### config.mk
export PLATFORM = sky130hd
export DESIGN_NAME = stim_train_sequencer
export DESIGN_NICKNAME = d
export VERILOG_FILES = /design/src/rtl/stim_train_sequencer.sv
export SDC_FILE = /design/constraint.sdc
export NUM_CORES = 1
export LEC_CHECK = 0
export ABC_AREA = 1
export CAP_MARGIN = 25
export CORE_ASPECT_RATIO = 1.25
export CORE_MARGIN = 4
export CORE_UTILIZATION = 47
export CTS_CLUSTER_DIAMETER = 50
export DETAILED_ROUTE_END_ITERATION = 8
export GPL_ROUTABILITY_DRIVEN = 0
export PLACE_DENSITY = 0.71
export SYNTH_ARGS = -nofsm -noshare
export SYNTH_HDL_FRONTEND = slang
export SYNTH_SLANG_ARGS = --single-unit
### constraint.sdc
create_clock -name clk -period 10.95 [get_ports clk]
set_input_delay 1.095 -clock clk [delete_from_list [all_inputs] [get_ports clk]]
set_output_delay 1.095 -clock clk [all_outputs]
set_load 0.03 [all_outputs]
### src/rtl/stim_train_sequencer.sv
// Biphasic stimulation train sequencer: plays bipulses grouped into trains on a
// tick timebase, then a charge-recovery window, in finite or infinite mode.
module stim_train_sequencer #(
  parameter int CNT_W = 16,
  parameter int MAG_W = 8
) (
  input  logic             clk,
  input  logic             rst,
  input  logic             tick,
  input  logic             finite_start,
  input  logic             infinite_start,
  input  logic             stop,
  input  logic [CNT_W-1:0] pulse_length,
  input  logic [CNT_W-1:0] inter_pulse_delay,
  input  logic [CNT_W-1:0] inter_bipulse_delay,
  input  logic [CNT_W-1:0] inter_train_delay,
  input  logic [CNT_W-1:0] charge_recovery_time,
  input  logic [CNT_W-1:0] bipulses_per_train,
  input  logic [CNT_W-1:0] train_count,
  input  logic [MAG_W-1:0] pulse_magnitude,
  input  logic             rising_edge_first,
  output logic             phase_pos,
  output logic             phase_neg,
  output logic [MAG_W-1:0] magnitude,
  output logic             recovery,
  output logic             busy,
  output logic             done,
  output logic             cfg_err,
  output logic [CNT_W-1:0] train_idx,
  output logic [CNT_W-1:0] bipulse_idx
);

  typedef enum logic [2:0] {
    S_IDLE, S_ARM, S_PH1, S_IPD, S_PH2, S_IBD, S_ITD, S_RECOV
  } state_t;

  state_t           r_state;
  logic [CNT_W-1:0] r_cnt;
  logic [CNT_W-1:0] r_trainIdx;
  logic [CNT_W-1:0] r_bipIdx;
  logic             r_stopFlag;
  logic [CNT_W-1:0] r_pulseLen;
  logic [CNT_W-1:0] r_ipd;
  logic [CNT_W-1:0] r_ibd;
  logic [CNT_W-1:0] r_itd;
  logic [CNT_W-1:0] r_recTime;
  logic [CNT_W-1:0] r_bpt;
  logic [CNT_W-1:0] r_trains;
  logic [MAG_W-1:0] r_mag;
  logic             r_risingFirst;
  logic             r_infinite;

  state_t           w_stateNext;
  logic [CNT_W-1:0] w_cntNext;
  logic [CNT_W-1:0] w_trainNext;
  logic [CNT_W-1:0] w_bipNext;
  logic             w_stopNext;
  logic             w_load;
  logic             w_loadInfinite;
  logic             w_cfgErr;
  logic             w_done;
  logic [CNT_W-1:0] w_dur;
  logic [CNT_W-1:0] w_lastCnt;
  logic             w_termTick;
  logic             w_stopReq;
  logic             w_moreBip;
  logic             w_moreTrain;
  logic             w_posNext;
  logic             w_negNext;

  // Duration of the current timed state; zero is treated as a single tick.
  always_comb begin
    w_dur = '0;
    case (r_state)
      S_PH1, S_PH2: w_dur = r_pulseLen;
      S_IPD:        w_dur = r_ipd;
      S_IBD:        w_dur = r_ibd;
      S_ITD:        w_dur = r_itd;
      S_RECOV:      w_dur = r_recTime;
      default:      w_dur = '0;
    endcase
    w_lastCnt   = (w_dur == '0) ? '0 : w_dur - 1'b1;
    w_termTick  = tick && (r_cnt >= w_lastCnt);
    w_stopReq   = r_stopFlag || stop;
    w_moreBip   = r_bipIdx < (r_bpt - 1'b1);
    w_moreTrain = r_infinite || (r_trainIdx < (r_trains - 1'b1));
  end

  // Next-state logic; the tick counter restarts on every state change.
  always_comb begin
    w_stateNext    = r_state;
    w_trainNext    = r_trainIdx;
    w_bipNext      = r_bipIdx;
    w_stopNext     = r_stopFlag;
    w_load         = 1'b0;
    w_loadInfinite = 1'b0;
    w_cfgErr       = 1'b0;
    w_done         = 1'b0;
    case (r_state)
      S_IDLE: begin
        if (finite_start) begin
          if (bipulses_per_train == '0 || train_count == '0) begin
            w_cfgErr = 1'b1;
          end else begin
            w_load      = 1'b1;
            w_stateNext = S_ARM;
          end
        end else if (infinite_start) begin
          if (bipulses_per_train == '0) begin
            w_cfgErr = 1'b1;
          end else begin
            w_load         = 1'b1;
            w_loadInfinite = 1'b1;
            w_stateNext    = S_ARM;
          end
        end
        if (w_load) begin
          w_trainNext = '0;
          w_bipNext   = '0;
          w_stopNext  = 1'b0;
        end
      end
      S_ARM: begin
        if (w_stopReq) begin
          w_stopNext  = 1'b1;
          w_stateNext = S_RECOV;
        end else if (tick) begin
          w_stateNext = S_PH1;
        end
      end
      S_PH1, S_IPD: begin
        if (stop) w_stopNext = 1'b1;
        if (w_termTick) w_stateNext = (r_state == S_PH1) ? S_IPD : S_PH2;
      end
      S_PH2: begin
        if (stop) w_stopNext = 1'b1;
        if (w_termTick) begin
          if (w_stopReq) begin
            w_stateNext = S_RECOV;
          end else if (w_moreBip) begin
            w_stateNext = S_IBD;
            w_bipNext   = r_bipIdx + 1'b1;
          end else if (w_moreTrain) begin
            w_stateNext = S_ITD;
            w_trainNext = r_trainIdx + 1'b1;
            w_bipNext   = '0;
          end else begin
            w_stateNext = S_RECOV;
          end
        end
      end
      S_IBD, S_ITD: begin
        if (w_stopReq) begin
          w_stopNext  = 1'b1;
          w_stateNext = S_RECOV;
        end else if (w_termTick) begin
          w_stateNext = S_PH1;
        end
      end
      S_RECOV: begin
        if (w_termTick) begin
          w_stateNext = S_IDLE;
          w_done      = 1'b1;
        end
      end
      default: w_stateNext = S_IDLE;
    endcase

    if (w_stateNext != r_state || r_state == S_IDLE) w_cntNext = '0;
    else if (tick) w_cntNext = r_cnt + 1'b1;
    else w_cntNext = r_cnt;

    w_posNext = (w_stateNext == S_PH1 && r_risingFirst) ||
                (w_stateNext == S_PH2 && !r_risingFirst);
    w_negNext = (w_stateNext == S_PH1 && !r_risingFirst) ||
                (w_stateNext == S_PH2 && r_risingFirst);
  end

  // Outputs are registered from the next state so they track the state register.
  always_ff @(posedge clk or posedge rst) begin
    if (rst) begin
      r_state       <= S_IDLE;
      r_cnt         <= '0;
      r_trainIdx    <= '0;
      r_bipIdx      <= '0;
      r_stopFlag    <= 1'b0;
      r_pulseLen    <= '0;
      r_ipd         <= '0;
      r_ibd         <= '0;
      r_itd         <= '0;
      r_recTime     <= '0;
      r_bpt         <= '0;
      r_trains      <= '0;
      r_mag         <= '0;
      r_risingFirst <= 1'b0;
      r_infinite    <= 1'b0;
      phase_pos     <= 1'b0;
      phase_neg     <= 1'b0;
      magnitude     <= '0;
      recovery      <= 1'b0;
      busy          <= 1'b0;
      done          <= 1'b0;
      cfg_err       <= 1'b0;
      train_idx     <= '0;
      bipulse_idx   <= '0;
    end else begin
      r_state    <= w_stateNext;
      r_cnt      <= w_cntNext;
      r_trainIdx <= w_trainNext;
      r_bipIdx   <= w_bipNext;
      r_stopFlag <= w_stopNext;
      if (w_load) begin
        r_pulseLen    <= pulse_length;
        r_ipd         <= inter_pulse_delay;
        r_ibd         <= inter_bipulse_delay;
        r_itd         <= inter_train_delay;
        r_recTime     <= charge_recovery_time;
        r_bpt         <= bipulses_per_train;
        r_trains      <= train_count;
        r_mag         <= pulse_magnitude;
        r_risingFirst <= rising_edge_first;
        r_infinite    <= w_loadInfinite;
      end
      phase_pos   <= w_posNext;
      phase_neg   <= w_negNext;
      magnitude   <= (w_posNext || w_negNext) ? r_mag : '0;
      recovery    <= (w_stateNext == S_RECOV);
      busy        <= (w_stateNext != S_IDLE);
      done        <= w_done;
      cfg_err     <= w_cfgErr;
      train_idx   <= w_trainNext;
      bipulse_idx <= w_bipNext;
    end
  end

endmodule

==> results of run 1 <==
==> final cells by class <==
class	instances	area share
clock inverter	13	0.0117
inverter	168	0.0487
clock buffer	19	0.0325
timing repair buffer	176	0.134
sequential	188	0.353
multi-input combinational	978	0.393
tap	283	0.0266
antenna	1	0.000188
==> sequential cells by signal (all words and copies together), names as in the netlist, 3 cells and up <==
name and flops:
r_state 3, r_itd 16, r_bpt 16, magnitude 8, r_trainIdx 16, r_bipIdx 16
r_ibd 16, r_mag 8, r_cnt 16, r_ipd 16, r_pulseLen 16, r_trains 16
r_recTime 16
==> layer usage <==
metal / up-vias / wire [um]
met3: 41 / 1310
met4: 0 / 784
met5: - / 0
met1: 4500 / 11700
met2: 237 / 13800
li1: 4745 / -
==> kinds of logic after synthesis <==
group                    Yosys count  share of synthesized area
AND/OR/NAND/NOR                  648                      0.260
AO/OA/AOI/OAI                    211                      0.110
buffers and inverters            207                     0.0797
flip-flops                       188                      0.436
XOR/XNOR                          65                     0.0527
adder cells (fa/ha/maj)           53                     0.0614
multiplexers                       1                   0.000927
==> tightest hold or removal path: cells and delay by family (launching register included) <==
family | cells | cell delay [ps]
AOI/OAI and AO/OA | 1 | 40
buffers and inverters | 1 | 60
DFF | 1 | 360
==> path summary, 6_finish.rpt <==
path                                      start                 endpoint  slack (ps)  cells past startpoint
max reg2reg                r_state[2]$_DFF_PP0_  r_bipIdx[2]$_DFFE_PP0P_        5810                     27
min reg2reg                r_mag[2]$_DFFE_PP0P_   magnitude[2]$_DFF_PP0_         480                      2
min in group asynchronous                   rst     r_ipd[9]$_DFFE_PP0P_         970                      2
max in group asynchronous                   rst    r_ipd[11]$_DFFE_PP0P_        8510                      5
min                        r_mag[2]$_DFFE_PP0P_   magnitude[2]$_DFF_PP0_         480                      2
max                        r_state[2]$_DFF_PP0_  r_bipIdx[2]$_DFFE_PP0P_        5810                     27
==> metrics by stage <==
step,std cells,total power [W]
4_1_cts,1823,0.00335
3_5_place_dp,1791,0.00271
3_3_place_gp,1791,0.00266
2_1_floorplan,1373,0.00231
5_1_grt,1826,0.00364
6_report,1826,0.00333
==> report_power, final <==
| part | total [W] | internal, W | leakage [nW] | switching (W) |
|---|---|---|---|---|
| Clock | 0.000628 | 0.000343 | 0.275 | 0.000285 |
| Sequential | 0.00109 | 0.000943 | 2.39 | 0.000150 |
| Combinational | 0.00160 | 0.000580 | 3.53 | 0.00102 |
| Total | 0.00333 | 0.00187 | 6.20 | 0.00146 |
==> cells in the final DEF (no fill, tap or decap), types with 8 or more instances in the layout <==
cell type,count
clkdlybuf4s50_1,172
nor2_1,122
nand4_1,16
a21oi_1,39
o21a_1,10
clkbuf_16,17
nand3_1,62
nor4_1,9
o21ai_1,8
nand2_1,368
nand2_2,11
xnor2_1,8
xor2_1,57
ha_1,53
dfrtp_1,188
inv_1,150
o31ai_1,9
o22ai_1,21
inv_2,12
nor2_2,8
nor3_1,26
o21ai_0,108
==> metrics.txt, run 1 <==
cell taking the most area after synthesis dfrtp_1; Seq/Total Area, Yosys 0.436; nature of the critical path endpoint flop; FF+latch count, synth 188; final worst path period share 0.470; CTS tree yes; CTS resizes 0; Syn Area/Cell 7.86 um2; post-synthesis instance area 10,800 um2; FF/Latch Area 4700 um2; share of post-route cells with drive strength above 1 0.0597; GR peak layer met2; DRT iter0 DRCs 583; via count 9,523; row cnt 61; First-pass DRT Iterations 5; CP Launch Type flop; Via density 5.22; clock latency on the worst-skew pair 430 ps; Yosys top cell area share 0.436; CTS Sinks about 190; ys flop type dfrtp_1; Critical Path RT 11,320 ps; number of synthesized flops with an enable pin 0; max_cap viols 0; final hold vios 0; fmax 194 MHz; vias in the first global route 9,295; hpwl dp roughly 21,000 um; fill count 2,037; CTS Buf Count 17; Post-Route WL about 28,000 um; Hold WC Path Type flop to flop; Setup Crit Path Kind flop to flop; clk buf depth 2; # DRC 0; Die H 177 um; worst slew pin tran between 900 and 1000 ps; synth warn 0; Final setup viols 0; first-pass GRT wire length 45,000 um; chip width 144 um; synth unique cells between 40 and 50; Slew Limit Fails 0; H-tree levels 4; Placed Area 12,700 um2; setup ws final 5810 ps; Port Buffer Count between 150 and 200; Area Overhead vs Synth 23.3%; most common cell in the netlist nand2_1; largest net degree at the start of global routing 111; nets ~1,700; worst vdd ir between 0.00015 and 0.0002 V; Worst slew margin 0.347; multi-input logic area 5230 um2; Pleak 6.20 nW; Worst Path Arrival roughly 5500 ps; Initial Util 0.481; hold slack 479 ps; critical path's slowest cell dfrtp_1; gr usage total 0.219; initial antenna violation count 1; Buffers & Inverters on Critical Path 7; Setup Slack @ Placement 5880 ps; grt ovf 0; final core occ 0.593; post-route setup TNS 0 ps; clock skew 9.12 ps; top post-synthesis cells by area dfrtp_1 (44%), nand2_1 (13%), ha_1 (6.1%); Post-CTS Setup Repair Bufs 0; CTS root buf clkbuf_16; status finished clean; Crit path max-delay family simple AND/OR/NAND/NOR gates; GR met2 Demand/Resource 0.381; unrepaired setup endpoints after global routing no; PD cells 250 nW/um2; CTS hold repair buffers 0; die area 25,500 um2; GRT met1 Usage 0.276; Final min period 5140 ps; CTS clk-pin slew, worst paths 70 ps; Antenna Violating Nets Remaining 0; crit path max fanout 19; most frequent cells after synthesis nand2_1 (368), dfrtp_1 (188), inv_1 (151); worst stage delay on the critical path 680 ps; syn_nets 1,553; Post-Syn Instances 1,373; Finished Cell Area 13,300 um2; met3 global-route usage 0.0391; fraction of registers with async set/reset 1.00; routed len/inst 15.1 um; io pins 173; core area about 22,000 um2
No activity file was read; power rests on OpenSTA's default activity.
==> run 2: changes to the inputs <==
--- a/config.mk
+++ b/config.mk
@@ -13,7 +13,7 @@
 export CTS_CLUSTER_DIAMETER = 50
 export DETAILED_ROUTE_END_ITERATION = 8
 export GPL_ROUTABILITY_DRIVEN = 0
-export PLACE_DENSITY = 0.71
+export PLACE_DENSITY = 0.74
 export SYNTH_ARGS = -nofsm -noshare
 export SYNTH_HDL_FRONTEND = slang
 export SYNTH_SLANG_ARGS = --single-unit
==> constraint.sdc (replaced) <==
create_clock -name clk -period 4.6 [get_ports clk]
set_input_delay 0.46 -clock clk [delete_from_list [all_inputs] [get_ports clk]]
set_output_delay 0.46 -clock clk [all_outputs]
set_load 0.03 [all_outputs]
==> run 2 against run 1 <==
Effect of this change:
- first-iteration DRC count increased by 31%
- routed wire length increased by 6.6%
- core utilization rose by 1.6 points
- combinational power rose to 2.7 times the previous value
- clock skew grew 7.2 ps
- flip-flop and latch count unchanged
- register-to-register slack got worse by 5600 ps
- fmax is 17% higher
- design area increased by 2.8%
- critical endpoint is now r_trainIdx[4]$_DFFE_PP0P_
==> metrics.txt, run 2 (synthesis gave the netlist of run 1 again) <==
status finished clean; die area 25,500 um2; First-pass DRT Iterations 5; clock latency on the worst-skew pair around 440 ps; Pleak 6.38 nW; worst slew pin tran 897 ps; share of total power in the clock network 0.174; nature of the critical path endpoint flop; clock skew 16.3 ps; Worst Path Arrival 4720 ps; hold slack roughly 360 ps; share of post-route cells with drive strength above 1 0.0924; Sequential Power Share 0.312; grt ovf 0; Final min period 4400 ps; Via density 5.29; Area Overhead vs Synth 26.7%; routed len/inst 15.9 um; gr usage total 0.228; DRT iter0 DRCs 761; Setup Crit Path Kind flop to flop; Int Pwr approximately 0.0046 W; Crit path max-delay family simple AND/OR/NAND/NOR gates; worst vdd ir 0.000301 V; vias in the first global route 9,600; via count 9,798; final hold vios 0; crit path max fanout 8; Hold WC Path Type input pin to async pin; Pwr Total 0.00836 W; leading cell type in the layout, fill and taps excluded nand2_1; Setup Slack @ Placement 7.29 ps; largest net degree at the start of global routing 141; io pins 173; hpwl dp ~21,000 um; Initial Util 0.481; row cnt 61; core area between 20,000 and 25,000 um2; Port Buffer Count ~170; setup ws final just over 200 ps; clk buf depth 2; Buffers & Inverters on Critical Path 7; chip width 144 um; CTS clk-pin slew, worst paths 70 ps; fmax around 230 MHz; CTS Sinks 188; CTS Buf Count 17; Slew Limit Fails 0; final worst path period share 0.956; CP Launch Type flop; Critical Path RT 4920 ps; CTS tree yes; Post-Route WL 29,400 um; Antenna Violating Nets Remaining 0; sw power between 0.003 and 0.004 W; Die H between 150 and 200 um; Antenna Cells 0; H-tree levels 4; nets 1,738; CTS hold repair buffers 0; initial antenna violation count 0; # DRC 0; Worst slew margin 0.402; first-pass GRT wire length 46,200 um; Gate power share 0.515; critical path's slowest cell dfrtp_2; most frequent cells in the layout nand2_1 (366), dfrtp_1 (185), clkdlybuf4s50_1 (172); PD cells approximately 600 nW/um2; switching share of power 0.448; max_cap viols 0; CTS root buf clkbuf_16; worst stage delay on the critical path 480 ps; Final setup viols 0
## run 2: what timing repair did
| action | 4_1_cts | 5_1_grt |
|---|---|---|
| setup buffers | 0 | 17 |
| endpoints found under the setup margin | 18 | 59 |
| endpoints found under the hold margin | 0 | 0 |
| cloned | 0 | 3 |
| pin swaps | 0 | 10 |
| gates resized for setup | 1 | 43 |
## run 2: power by group through the flow
stage / combinational [W] / sequential (W) / clock, W
6_report: 0.00430 / 0.00260 / 0.00145
5_1_grt: 0.00480 / 0.00267 / 0.00154
4_1_cts: 0.00395 / 0.00259 / 0.00148
3_5_place_dp: 0.00391 / 0.00262 / 0
3_3_place_gp: 0.00378 / 0.00259 / 0
2_1_floorplan: 0.00288 / 0.00261 / 0
## run 2: cell type report
class / count / area (um2)
Multi-Input combinational cell: 980 / 5380
Timing Repair Buffer: 203 / 2020
Clock inverter: 13 / 133
Tap cell: 283 / 354
Fill cell: 1973 / 8760
Clock buffer: 18 / 429
Inverter: 168 / 657
Sequential cell: 188 / 4710
## run 2: metal layers
| metal | up-vias | track usage | share of wire |
|---|---|---|---|
| met5 | - | 0 | 0 |
| met4 | 0 | 0.0903 | 0.033 |
| met3 | 69 | 0.0372 | 0.049 |
| met2 | 305 | 0.405 | 0.52 |
| met1 | 4629 | 0.273 | 0.40 |
| li1 | 4795 | - | - |
## run 2: worst paths after layout
kind,startpoint,to,slack (ps),depth (start not counted)
worst max-delay path,r_state[0]$_DFF_PP0_,r_trainIdx[4]$_DFFE_PP0P_,200,28
worst min-delay path,rst,r_trains[6]$_DFFE_PP0P_,360,2
worst max register to register,r_state[0]$_DFF_PP0_,r_trainIdx[4]$_DFFE_PP0P_,200,28
worst min register to register,r_mag[3]$_DFFE_PP0P_,magnitude[3]$_DFF_PP0_,480,2
max in group asynchronous,rst,r_cnt[14]$_DFFE_PP0P_,3260,4
min in group clk,r_mag[3]$_DFFE_PP0P_,magnitude[3]$_DFF_PP0_,480,2
## run 2: metrics by stage
stage,setup TNS [ps],utilization,instances,area [um2]
detailed placement,0,0.570,1802,12800
finish,0,0.610,1853,13700
global route,-550,0.610,1853,13700
CTS,0,0.596,1833,13400
global placement,0,0.569,1801,12800
floorplan,0,-,1373,10800
==> run 3: changes to the inputs <==
--- a/config.mk
+++ b/config.mk
@@ -9,11 +9,12 @@
 export CAP_MARGIN = 25
 export CORE_ASPECT_RATIO = 1.25
 export CORE_MARGIN = 4
-export CORE_UTILIZATION = 47
+export CORE_UTILIZATION = 45
 export CTS_CLUSTER_DIAMETER = 50
 export DETAILED_ROUTE_END_ITERATION = 8
 export GPL_ROUTABILITY_DRIVEN = 0
-export PLACE_DENSITY = 0.74
+export GPL_TIMING_DRIVEN = 0
+export PLACE_DENSITY = 0.72
 export SYNTH_ARGS = -nofsm -noshare
 export SYNTH_HDL_FRONTEND = slang
 export SYNTH_SLANG_ARGS = --single-unit
==> run 3 against run 2 <==
Effect of this change:
- power increased by 1.6%
- sequential share of layout area decreased by 0.51 points
- register-to-register slack improved by 40 ps
- via count increased by 2.0%
- sequential power about the same
- fmax increased by 0.91%
- combinational power increased by 3%
- flip-flop and latch count unchanged
- critical path depth unchanged
- clock power increased by 3%
- largest power group unchanged
==> metrics.txt, run 3 (synthesis gave the netlist of run 1 again) <==
H-tree levels 4; initial antenna violation count 1; row cnt 63; max_cap viols 0; switching share of power 0.451; Setup Slack @ Placement -92.6 ps; fmax 229 MHz; setup ws final 242 ps; Final setup viols 0; worst slew pin tran roughly 580 ps; Worst slew margin 0.612; DRT iter0 DRCs just under 700; nets 1,764; worst vdd ir 0.000364 V; gr usage total 0.230; core area 23,600 um2; Pleak 6.49 nW; Via density 5.29; CP Launch Type flop; io pins about 170; clk buf depth 2; Int Pwr roughly 0.0047 W; Finished Cell Area roughly 14,000 um2; die area 26,600 um2; worst stage delay on the critical path between 300 and 400 ps; Placed Instances 1,841; CTS tree yes; via count 9,990; Gate power share 0.521; routed len/inst between 15 and 20 um; CTS Sinks 188; hpwl dp between 20,000 and 25,000 um; Antenna Violating Nets Remaining 0; Post-Route WL around 31,000 um; Pwr Total approximately 0.0085 W; Worst Path Arrival 4730 ps; First-pass DRT Iterations 5; crit path max fanout 10; Placed Area between 10,000 and 15,000 um2; Critical Path RT 4970 ps; Die H 181 um; CTS Buf Count 17; grt ovf 0; CTS clk-pin slew, worst paths 90 ps; chip width 147 um; # DRC 0; flop-to-flop setup slack ~240 ps; clock skew between 15 and 20 ps; Layout Cells excl Fill 1,890; Port Buffer Count approximately 170; fill count approximately 2,100; final hold vios 0; CTS root buf clkbuf_16; Final min period about 4400 ps; Area Overhead vs Synth 28.6%; Setup Crit Path Kind flop to flop; Sequential Power Share 0.303; clock latency on the worst-skew pair 450 ps; first-pass GRT wire length 48,800 um; Initial Util 0.457; status finished clean; nature of the critical path endpoint flop; leading cell type in the layout, fill and taps excluded nand2_1; vias in the first global route 9,676; PD cells between 600 and 700 nW/um2; sw power 0.00383 W; share of post-route cells with drive strength above 1 0.101; worst reg2reg path startpoint r_state[0]$_DFF_PP0_; largest net degree at the start of global routing 40; share of total power in the clock network 0.176; Slew Limit Fails 0; worst r2r dst magnitude[5]$_DFF_PP0_; critical path's slowest cell dfrtp_1; hold slack between 300 and 400 ps; most frequent cells in the layout nand2_1 (363), dfrtp_1 (187), clkdlybuf4s50_1 (171); Reg2Reg Depth 28; final worst path period share 0.947; Hold WC Path Type input pin to async pin
-- run 3: cell count changes in the layout (fill, tap and decap cells not counted), moves of 4 or more --
| cell | change |
|---|---|
| clkinv_8 | +6 |
| buf_6 | +7 |
| buf_2 | +16 |
| buf_4 | -6 |
| clkbuf_1 | +12 |
| inv_2 | +4 |
-- run 3: cell type report --
type,count,area [um2],share of cell area
antenna,1,2.50,0.000180
buffer,39,230,0.0166
clock buffer,17,425,0.0306
clock inverter,15,186,0.0134
inverter,168,642,0.0462
multi-input combinational,979,5400,0.389
sequential,188,4710,0.339
tap,292,365,0.0263
timing repair buffer,191,1920,0.139
-- run 3: what timing repair did --
| item | in CTS | in global routing |
|---|---|---|
| hold buffers | 0 | 0 |
| pin swaps | 1 | 14 |
| cloned | 0 | 1 |
| gates resized for setup | 5 | 37 |
| buffers inserted | 1 | 14 |
| setup endpoints to repair | 40 | 58 |
-- run 3: worst max-delay path by stage --
stage / cells past startpoint / start / endpoint
finish: 28 / r_state[0]$_DFF_PP0_ / magnitude[5]$_DFF_PP0_
global route: 30 / r_state[1]$_DFF_PP0_ / magnitude[5]$_DFF_PP0_
CTS: 33 / r_state[0]$_DFF_PP0_ / r_cnt[9]$_DFFE_PP0P_
detailed placement: 30 / r_state[2]$_DFF_PP0_ / r_cnt[9]$_DFFE_PP0P_
global placement: 28 / r_state[2]$_DFF_PP0_ / r_trainIdx[7]$_DFFE_PP0P_
floorplan: 33 / r_state[0]$_DFF_PP0_ / r_cnt[1]$_DFFE_PP0P_
-- run 3: routing by layer --
| layer | global-route usage | vias up | share of wire |
|---|---|---|---|
| met5 | 0 | - | 0 |
| met4 | 0.0971 | 0 | 0.039 |
| met3 | 0.0364 | 77 | 0.054 |
| met2 | 0.411 | 334 | 0.51 |
| met1 | 0.276 | 4723 | 0.39 |
| li1 | - | 4856 | - |
-- run 3: worst max-delay path, delay by kind of cell, from the launching register on --
kind            cells  cell delay (ps)
compound gates      3              530
fa+ha+maj           2              490
buf+inv             7             1080
flops               1              380
simple gates       16             1810
-- run 3: power groups by stage --
stage	Combinational (W)	Clock (W)	Sequential, W
global route	0.00498	0.00159	0.00263
detailed placement	0.00402	0	0.00259
global placement	0.00389	0	0.00257
CTS	0.00407	0.00152	0.00256
finish	0.00442	0.00150	0.00257
floorplan	0.00288	0	0.00261
-- run 3: through the flow --
step,util,TNS (ps)
global placement,0.545,0
floorplan,-,0
detailed placement,0.549,-1500
global route,0.587,-152
finish,0.587,0
CTS,0.576,0
